## config.mk

```make
export PLATFORM = sky130hd
export DESIGN_NAME = mole_round_ctrl
export DESIGN_NICKNAME = d
export VERILOG_FILES = /design/src/rtl/mole_round_ctrl.sv
export SDC_FILE = /design/constraint.sdc
export NUM_CORES = 1
export LEC_CHECK = 0
export BUFFER_PORTS_ARGS = -buffer_cell sky130_fd_sc_hd__clkbuf_2
export CORE_ASPECT_RATIO = 0.9
export CORE_MARGIN = 4
export CORE_UTILIZATION = 56
export CTS_CLUSTER_DIAMETER = 100
export DETAILED_ROUTE_END_ITERATION = 10
export PLACE_DENSITY = 0.75
export SYNTH_ARGS = -nofsm -noshare
export SYNTH_HDL_FRONTEND = slang
export SYNTH_SLANG_ARGS = --single-unit
```

## constraint.sdc

```tcl
create_clock -name clk -period 2.99 [get_ports clk]
set_input_delay 0.897 -clock clk [delete_from_list [all_inputs] [get_ports clk]]
set_output_delay 0.897 -clock clk [all_outputs]
set_load 0.05 [all_outputs]
```

## src/rtl/mole_round_ctrl.sv

```systemverilog
// Whack-a-mole round sequencer: random pre-mole delay, mole display, hit/timeout/abort scoring.
// Optional macro WRONG_HIT_PENALTY_EN: a wrong-button edge ends the round as a miss.
module mole_round_ctrl #(
  parameter int unsigned CLKS_PER_MS  = 50000,
  parameter int unsigned NUM_MOLES    = 4,
  parameter int unsigned MIN_DELAY_MS = 500,
  parameter int unsigned TIMEOUT_MS   = 99,
  parameter int unsigned HOLD_MS      = 1000
) (
  input  logic                 clk,
  input  logic                 rst,
  input  logic                 enable,
  input  logic [NUM_MOLES-1:0] hit_btn,
  output logic [NUM_MOLES-1:0] mole_led,
  output logic                 start_evt,
  output logic                 stop_evt,
  output logic [7:0]           score,
  output logic [7:0]           miss_cnt,
  output logic                 round_active
);

  localparam int unsigned IDX_W     = $clog2(NUM_MOLES);
  localparam int unsigned TICK_W    = (CLKS_PER_MS > 1) ? $clog2(CLKS_PER_MS) : 1;
  localparam int unsigned MAX_DELAY = MIN_DELAY_MS + 1023;
  localparam int unsigned MAX_MS_A  = (MAX_DELAY > TIMEOUT_MS) ? MAX_DELAY : TIMEOUT_MS;
  localparam int unsigned MAX_MS    = (MAX_MS_A > HOLD_MS) ? MAX_MS_A : HOLD_MS;
  localparam int unsigned MS_W      = $clog2(MAX_MS + 1);

  localparam logic [1:0] S_IDLE   = 2'd0;
  localparam logic [1:0] S_WAIT   = 2'd1;
  localparam logic [1:0] S_MOLE   = 2'd2;
  localparam logic [1:0] S_RESULT = 2'd3;

  logic [1:0]           state, state_nxt;
  logic [TICK_W-1:0]    tick_cnt;
  logic [MS_W-1:0]      ms_cnt;
  logic [MS_W-1:0]      delay_ms;
  logic [IDX_W-1:0]     mole_idx;
  logic [15:0]          lfsr;
  logic [NUM_MOLES-1:0] hit_prev;
  logic [NUM_MOLES-1:0] btn_edge;
  logic [NUM_MOLES-1:0] mole_oh;
  logic                 tick;
  logic                 hit_ok;
  logic                 entry;

  logic [NUM_MOLES-1:0] mole_led_nxt;
  logic                 start_nxt;
  logic                 stop_nxt;
  logic                 active_nxt;
  logic [7:0]           score_nxt;
  logic [7:0]           miss_nxt;

  assign tick     = (tick_cnt == TICK_W'(CLKS_PER_MS - 1));
  assign btn_edge = hit_btn & ~hit_prev;
  assign mole_oh  = NUM_MOLES'(1) << mole_idx;
  assign hit_ok   = btn_edge[mole_idx];
  assign entry    = (state_nxt != state);

`ifdef WRONG_HIT_PENALTY_EN
  logic hit_wrong;
  assign hit_wrong = |(btn_edge & ~mole_oh);
`endif

  // Next state, counter updates and registered-output next values
  always_comb begin
    state_nxt    = state;
    score_nxt    = score;
    miss_nxt     = miss_cnt;
    start_nxt    = 1'b0;
    stop_nxt     = 1'b0;
    active_nxt   = 1'b0;
    mole_led_nxt = '0;
    case (state)
      S_IDLE: begin
        if (enable) state_nxt = S_WAIT;
      end
      S_WAIT: begin
        if (!enable) state_nxt = S_IDLE;
        else if (ms_cnt == delay_ms) state_nxt = S_MOLE;
      end
      S_MOLE: begin
        if (!enable) begin
          state_nxt = S_IDLE;
        end else if (hit_ok) begin
          state_nxt = S_RESULT;
          score_nxt = (score == 8'hFF) ? score : score + 8'd1;
`ifdef WRONG_HIT_PENALTY_EN
        end else if (hit_wrong) begin
          state_nxt = S_RESULT;
          miss_nxt  = (miss_cnt == 8'hFF) ? miss_cnt : miss_cnt + 8'd1;
`endif
        end else if (ms_cnt == MS_W'(TIMEOUT_MS)) begin
          state_nxt = S_RESULT;
          miss_nxt  = (miss_cnt == 8'hFF) ? miss_cnt : miss_cnt + 8'd1;
        end
      end
      S_RESULT: begin
        if (!enable) state_nxt = S_IDLE;
        else if (ms_cnt == MS_W'(HOLD_MS)) state_nxt = S_WAIT;
      end
      default: state_nxt = S_IDLE;
    endcase
    start_nxt    = (state_nxt == S_MOLE) && (state != S_MOLE);
    stop_nxt     = (state == S_MOLE) && (state_nxt != S_MOLE);
    active_nxt   = (state_nxt == S_MOLE);
    mole_led_nxt = active_nxt ? mole_oh : '0;
  end

  // State register plus timing, LFSR and output registers
  always_ff @(posedge clk) begin
    if (rst) begin
      state        <= S_IDLE;
      tick_cnt     <= '0;
      ms_cnt       <= '0;
      delay_ms     <= '0;
      mole_idx     <= '0;
      lfsr         <= 16'hACE1;
      hit_prev     <= '0;
      mole_led     <= '0;
      start_evt    <= 1'b0;
      stop_evt     <= 1'b0;
      score        <= 8'd0;
      miss_cnt     <= 8'd0;
      round_active <= 1'b0;
    end else begin
      state    <= state_nxt;
      lfsr     <= {lfsr[14:0], lfsr[15] ^ lfsr[13] ^ lfsr[12] ^ lfsr[10]};
      hit_prev <= hit_btn;
      if (entry) begin
        tick_cnt <= '0;
        ms_cnt   <= '0;
      end else if (tick) begin
        tick_cnt <= '0;
        ms_cnt   <= ms_cnt + MS_W'(1);
      end else begin
        tick_cnt <= tick_cnt + TICK_W'(1);
      end
      // Round parameters are drawn from the LFSR value present at the entry edge
      if ((state_nxt == S_WAIT) && (state != S_WAIT)) begin
        delay_ms <= MS_W'(MIN_DELAY_MS) + MS_W'(lfsr[9:0]);
        mole_idx <= lfsr[15 -: IDX_W];
      end
      mole_led     <= mole_led_nxt;
      start_evt    <= start_nxt;
      stop_evt     <= stop_nxt;
      score        <= score_nxt;
      miss_cnt     <= miss_nxt;
      round_active <= active_nxt;
    end
  end

endmodule

```

==> results of run 1 <==
[layout by cell type (no fill, tap or decap), types with 4 or more instances in the layout]
master     n
or3_1      6
and3_1     9
nor4bb_1   4
and4_1     4
xor2_1    20
nand2_1   19
nor3_1    16
dfxtp_1   85
nor3b_1    4
nand3_1   11
nand4_1   15
or2_2      9
buf_4      5
clkbuf_8  10
clkbuf_2  29
nand2b_1   5
mux2i_1   13
nor2b_1   14
ha_1       6
inv_1      5
nor2_1    53
a21oi_1    8
xnor2_1   34
[critical path: cells and delay by family, from the launching register on]
kind                     cells  cell delay [ns]
AO/OA/AOI/OAI                1             0.15
adder cells (fa/ha/maj)      1             0.26
flip-flops                   1             0.42
AND/OR/NAND/NOR              4             1.69
[where the power goes]
| group | switching (mW) | total [mW] | internal, mW | leakage (nW) |
|---|---|---|---|---|
| Sequential | 0.0300 | 1.20 | 1.17 | 0.693 |
| Combinational | 0.0813 | 0.150 | 0.0685 | 0.761 |
| Clock | 0.390 | 0.710 | 0.321 | 0.0880 |
| Total | 0.501 | 2.06 | 1.56 | 1.54 |
[sequential cells by signal, indices dropped and copies added, names as in the netlist]
signal,flops
ms_cnt,11
stop_evt,1
state,2
mole_led,4
delay_ms,11
tick_cnt,16
score,8
miss_cnt,8
hit_prev,4
mole_idx,2
lfsr,16
start_evt,1
round_active,1
[through the flow]
step	worst slack, ns	instances
final	0.404	515
after floorplan	0.440	396
after CTS	0.395	515
after global routing	0.260	515
after global placement	0.457	499
after detailed placement	0.398	499
[routing by layer]
layer	global-route usage, %	up-vias	share of wire, %
met4	6.04	0	1.0
met3	4.34	7	3.2
met5	0	-	0
li1	-	1423	-
met1	24.3	1283	49
met2	29.0	37	47
[worst max path at each step]
| stage | end | slack, ns | startpoint | cells after the start |
|---|---|---|---|---|
| after global routing | miss_cnt[7] | 0.26 | ms_cnt[0] | 6 |
| after detailed placement | miss_cnt[7] | 0.40 | ms_cnt[0] | 6 |
| after CTS | miss_cnt[7] | 0.40 | ms_cnt[0] | 6 |
| final | miss_cnt[7] | 0.40 | ms_cnt[0] | 6 |
| after floorplan | miss_cnt[5] | 0.44 | enable | 6 |
| after global placement | miss_cnt[5] | 0.46 | enable | 6 |
[cell families after synthesis]
| kind of cell | Yosys count | synth area share, % |
|---|---|---|
| AOI/OAI and AO/OA | 21 | 3.55 |
| xor gates and xnor gates | 54 | 12.8 |
| adders and majority gates | 6 | 2.03 |
| buffers and inverters | 23 | 2.40 |
| DFF | 85 | 45.9 |
| muxes | 14 | 3.81 |
| and+or+nand+nor | 193 | 29.5 |
[Yosys cell counts (2+ instances only)]
cell	n
or3_1	6
and4_1	4
and3_1	9
nand2_1	19
clkbuf_1	16
nand2b_1	5
nor3b_1	4
xor2_1	20
or4b_1	2
nor2_1	53
dfxtp_1	85
nand4_1	15
nand4b_1	2
ha_1	6
buf_2	2
mux2i_1	13
inv_1	5
or4_1	2
nand3_1	11
and2_1	3
nand3b_1	2
or2_2	9
a21oi_1	8
nor4b_1	3
nor2b_1	14
nor4bb_1	4
o21ai_0	3
o31ai_1	2
xnor2_1	34
nor3_1	16
nor4_1	3
[cell type report]
class / instances / area, um2 / area share [%]
clock inverters: 6 / 38.8 / 0.945
flip-flops and latches: 85 / 1700 / 41.5
inverters: 5 / 18.8 / 0.457
clock buffers: 10 / 138 / 3.35
well taps: 87 / 109 / 2.65
repair buffers: 34 / 183 / 4.45
multi-input cells: 288 / 1920 / 46.7
==> impl_metrics.csv, run 1 <==
group,metric,value,unit
cts,cts_setup_buffers,0,
synth,yosys.area.top_type,"dfxtp_1",
layout,fill_cells,552,
layout,antennaDiodeCount,0,
critical_path,path_class,"reg2reg",
sta,fin_crit,2.59,ns
critical_path,slowest_delay,0.56,ns
layout,final_core_util,65.3,%
grt,grt_pass1_wl,11800,um
cts,clock-root-buffer,"clkbuf_8",
synth,synth.distinct_cells,47,
critical_path,critPathCaptureType,"flop",
sta,max_freq,0.387,GHz
min_path,min_path_type,"reg2reg",
critical_path,reg2reg_depth,6,
layout,fin_area,4100,um2
critical_path,crit_path_cell_trace,"ha_1 > or4b_1 > or4_4 > nand3b_4 > or4_1 > a21oi_1",
run,drv_cap,0,
drt,avgRoutedWirePerCell,13.3,um
synth,synth_flop_cell,"dfxtp_1",
die,die_h,85.2,um
min_path,holdPathStages,1,
die,start_util,59.0,%
drt,via_count,2750,
power_and_ir_drop,power_density,501,nW/um2
min_path,hold_path_end,"lfsr[12]",
synth,ys_warn_count,0,
place,portBuffers,29,
layout,fin_nets,436,
critical_path,r2r_end,"miss_cnt[7]",
synth,syn_nets,409,
die,ioPinCount,30,
cts,cts_sinks,85,
power_and_ir_drop,power.total,2.06,mW
critical_path,start_kind,"flop",
drt,detail_route.vias_per_cell,5.34,
layout,drive_gt1_share,14.7,%
place,placed_area,3930,um2
grt,grt_max_degree,52,
sta,fin_tns_setup,0,ns
drt,antenna_left,0,
sta,slew_headroom,51.4,%
cts,hold_buffers,0,
sta,tightest_slew,0.711,ns
synth,syn_avg_cell_area,9.36,um2
cts,cts_tree,"done",
place,place_congestion,0.800,
synth,ys_top_cells_by_area,"dfxtp_1, xnor2_1, nor2_1, xor2_1, mux2i_1",
place,dp_hpwl,4910,um
sta,skew,0.00875,ns
power_and_ir_drop,cellLeakagePower,1.54,nW
cts,ctsResizeCount,0,
synth,syn_inst,396,
die,fp-row-count,27,
synth,synth-seq-cells,85,
power_and_ir_drop,vdd_ir_drop_max,0.000405,V
die,dieArea,7990,um2
critical_path,critPathArrivalTime,2.87,ns
synth,seq_area_frac_synth,45.9,%
sta,maxSlewViolCount,0,
grt,grt_util_all_layers,18.2,%
grt,grt_antenna_before_repair,0,
sta,hold_violations,0,
cts,htree_num_levels,3,
grt,grt_overflow,0,
synth,synth_top_area_share,45.9,%
sta,hold_slack,0.443,ns
critical_path,required,3.27,ns
sta,rsz0062_at_grt,"no",
critical_path,r2r_slack,0.40,ns
grt,first_global_vias,2560,
synth,netlist_area,3710,um2
status,status,"complete, no violations",
min_path,worstHoldStart,"lfsr[11]",
drt,dr.pass1.iters,4,
cts,cts.reportedPaths.clkPinSlew,0.08,ns
synth,synth_edf_count,0,
critical_path,reg2reg_from,"ms_cnt[0]",
die,coreArea,6280,um2
sta,timing.final.crit_share,86.5,%
cts,cts_buffers,9,
drt,totalWireLength,6860,um
sta,setup_viol,0,
drt,drc,0,
cts,insertion_delay,0.35,ns
critical_path,critPathMaxFanout,5,
die,die_width,93.8,um
drt,drt-initial-drc-count,190,
layout,area_growth,10.7,%
synth,ys_async_sr_fraction,0,%
critical_path,critPathSlowestCell,"or4_4",
cts,clk_path_buf_depth,2,
Note: power is estimated with default switching activity, not from simulation.
==> run 2, diff against run 1 <==
Settings changed: CORE_ASPECT_RATIO 0.9 to default, CTS_CLUSTER_DIAMETER 100 to 150.
==> run 2 against run 1 <==
Compared with the run above:
- clock power grew 25%
- via count up 1.1%
- hold slack improved by 0.0036 ns
- highest routed layer unchanged
==> impl_metrics.csv, run 2 (synthesized netlist as in run 1, its figures left out) <==
group,metric,value,unit
grt,grt_pass1_wl,11300,um
cts,clk_path_buf_depth,2,
critical_path,r2r_slack,0.30,ns
drt,avgRoutedWirePerCell,13.3,um
run,drv_cap,0,
critical_path,critPathCaptureType,"flop",
power_and_ir_drop,cellLeakagePower,1.57,nW
sta,setup_ws,0.300,ns
drt,drc,0,
power_and_ir_drop,power_switching,0.506,mW
layout,final_common_cell,"dfxtp_1",
drt,route.met3.wl,258,um
sta,skew,0.00899,ns
power_and_ir_drop,power_frac_seq,53.6,%
sta,fin_crit,2.69,ns
drt,dr.pass1.iters,4,
sta,hold_violations,0,
cts,cts_setup_buffers,0,
power_and_ir_drop,internal_power,1.73,mW
min_path,holdPathStages,1,
place,portBuffers,29,
drt,wl_met1,3180,um
sta,tightest_slew,0.860,ns
sta,setup_viol,0,
critical_path,crit_path_cell_trace,"ha_1 > or4b_1 > or3_1 > a21oi_1 > a211o_1 > nor3_1",
die,coreArea,6390,um2
min_path,min_path_type,"reg2reg",
place,dp_cells,489,
critical_path,critPathMaxFanout,27,
critical_path,reg2reg_from,"ms_cnt[0]",
critical_path,start_kind,"flop",
critical_path,path_class,"reg2reg",
layout,final_core_util,64.8,%
die,fp-row-count,29,
grt,first_global_vias,2493,
drt,detail_route.vias_per_cell,5.51,
cts,hold_buffers,0,
sta,slew_headroom,42.6,%
layout,drive_gt1_share,14.7,%
die,dieArea,7980,um2
place,place_congestion,0.811,
cts,cts_tree,"done",
grt,grt_overflow,0,
drt,met2_length,3170,um
power_and_ir_drop,power_density,540,nW/um2
layout,stdcell_count,505,
sta,maxSlewViolCount,0,
layout,layout_common_cells,"dfxtp_1, nor2_1, xnor2_1, clkbuf_2, xor2_1",
power_and_ir_drop,vdd_ir_drop_max,0.000393,V
cts,cts_sinks,85,
die,die_width,89.4,um
power_and_ir_drop,p_clk_share,39.7,%
critical_path,slowest_delay,0.69,ns
critical_path,reg2reg_depth,6,
layout,top_regs,"lfsr: 16 flops, tick_cnt: 16 flops",
drt,via_count,2781,
power_and_ir_drop,p_comb_share,6.7,%
layout,fin_nets,436,
place,dp_hpwl,4880,um
critical_path,path_buf_inv,0,
sta,max_freq,0.372,GHz
drt,maxUsedRoutingLayer,"met4",
cts,clock-root-buffer,"clkbuf_8",
layout,fill_cells,564,
sta,rsz0062_at_grt,"no",
cts,htree_num_levels,3,
place,post-place-ws,0.293,ns
cts,cts_buffers,9,
layout,antennaDiodeCount,0,
cts,cts.reportedPaths.clkPinSlew,0.08,ns
drt,totalWireLength,6710,um
grt,grt_antenna_before_repair,0,
die,ioPinCount,30,
min_path,worstHoldStart,"lfsr[11]",
cts,ctsResizeCount,0,
critical_path,critPathSlowestCell,"a211o_1",
die,die_h,89.4,um
sta,timing.final.crit_share,90.0,%
drt,antenna_left,0,
status,status,"complete, no violations",
min_path,hold_path_end,"lfsr[12]",
critical_path,r2r_end,"tick_cnt[14]",
critical_path,path_delay_family,"simple AND/OR/NAND/NOR gates",
critical_path,required,3.19,ns
grt,grt_max_degree,33,
sta,fin_tns_setup,0,ns
critical_path,critPathArrivalTime,2.89,ns
grt,grt_util_all_layers,18.2,%
power_and_ir_drop,power.share.switching,22.7,%
cts,insertion_delay,0.35,ns
die,start_util,58.0,%
drt,drt-initial-drc-count,148,
layout,area_growth,11.7,%
[run 2: per-stage QoR]
stage | power (mW) | hold WS (ns) | area (um2)
after CTS | 2.26 | 0.452 | 4140
after floorplan | 1.34 | 0.414 | 3710
after detailed placement | 1.37 | 0.433 | 3920
final | 2.23 | 0.447 | 4140
after global routing | 2.33 | 0.471 | 4140
after global placement | 1.37 | 0.421 | 3920
[run 2: final cells by class]
| type | count | area (um2) | area share [%] |
|---|---|---|---|
| tap | 77 | 96.3 | 2.33 |
| clock buffer | 10 | 138 | 3.33 |
| clock inverter | 6 | 86.3 | 2.09 |
| timing repair buffer | 34 | 183 | 4.41 |
| sequential | 85 | 1700 | 41.1 |
| multi-input combinational | 288 | 1920 | 46.3 |
| inverter | 5 | 18.8 | 0.453 |
[run 2: worst max-delay path by stage]
stage / startpoint / endpoint / slack [ns] / depth (start not counted)
6_report: ms_cnt[0] / tick_cnt[14] / 0.30 / 6
5_1_grt: ms_cnt[0] / tick_cnt[10] / 0.09 / 6
4_1_cts: ms_cnt[0] / tick_cnt[14] / 0.29 / 6
3_5_place_dp: ms_cnt[0] / tick_cnt[14] / 0.29 / 6
3_3_place_gp: hit_btn[1] / tick_cnt[15] / 0.32 / 6
2_1_floorplan: enable / miss_cnt[5] / 0.44 / 6
[run 2: power by group through the flow]
| stage | clock network (mW) | logic (mW) | registers [mW] |
|---|---|---|---|
| 6_report | 0.888 | 0.149 | 1.20 |
| 5_1_grt | 0.962 | 0.166 | 1.20 |
| 4_1_cts | 0.910 | 0.150 | 1.20 |
| 3_5_place_dp | 0 | 0.149 | 1.22 |
| 3_3_place_gp | 0 | 0.146 | 1.22 |
| 2_1_floorplan | 0 | 0.123 | 1.22 |
[run 2: layer usage]
| layer | GRT usage (%) | vias up |
|---|---|---|
| li1 | - | 1420 |
| met1 | 23.0 | 1313 |
| met2 | 29.3 | 41 |
| met3 | 5.44 | 7 |
| met4 | 7.04 | 0 |
| met5 | 0 | - |
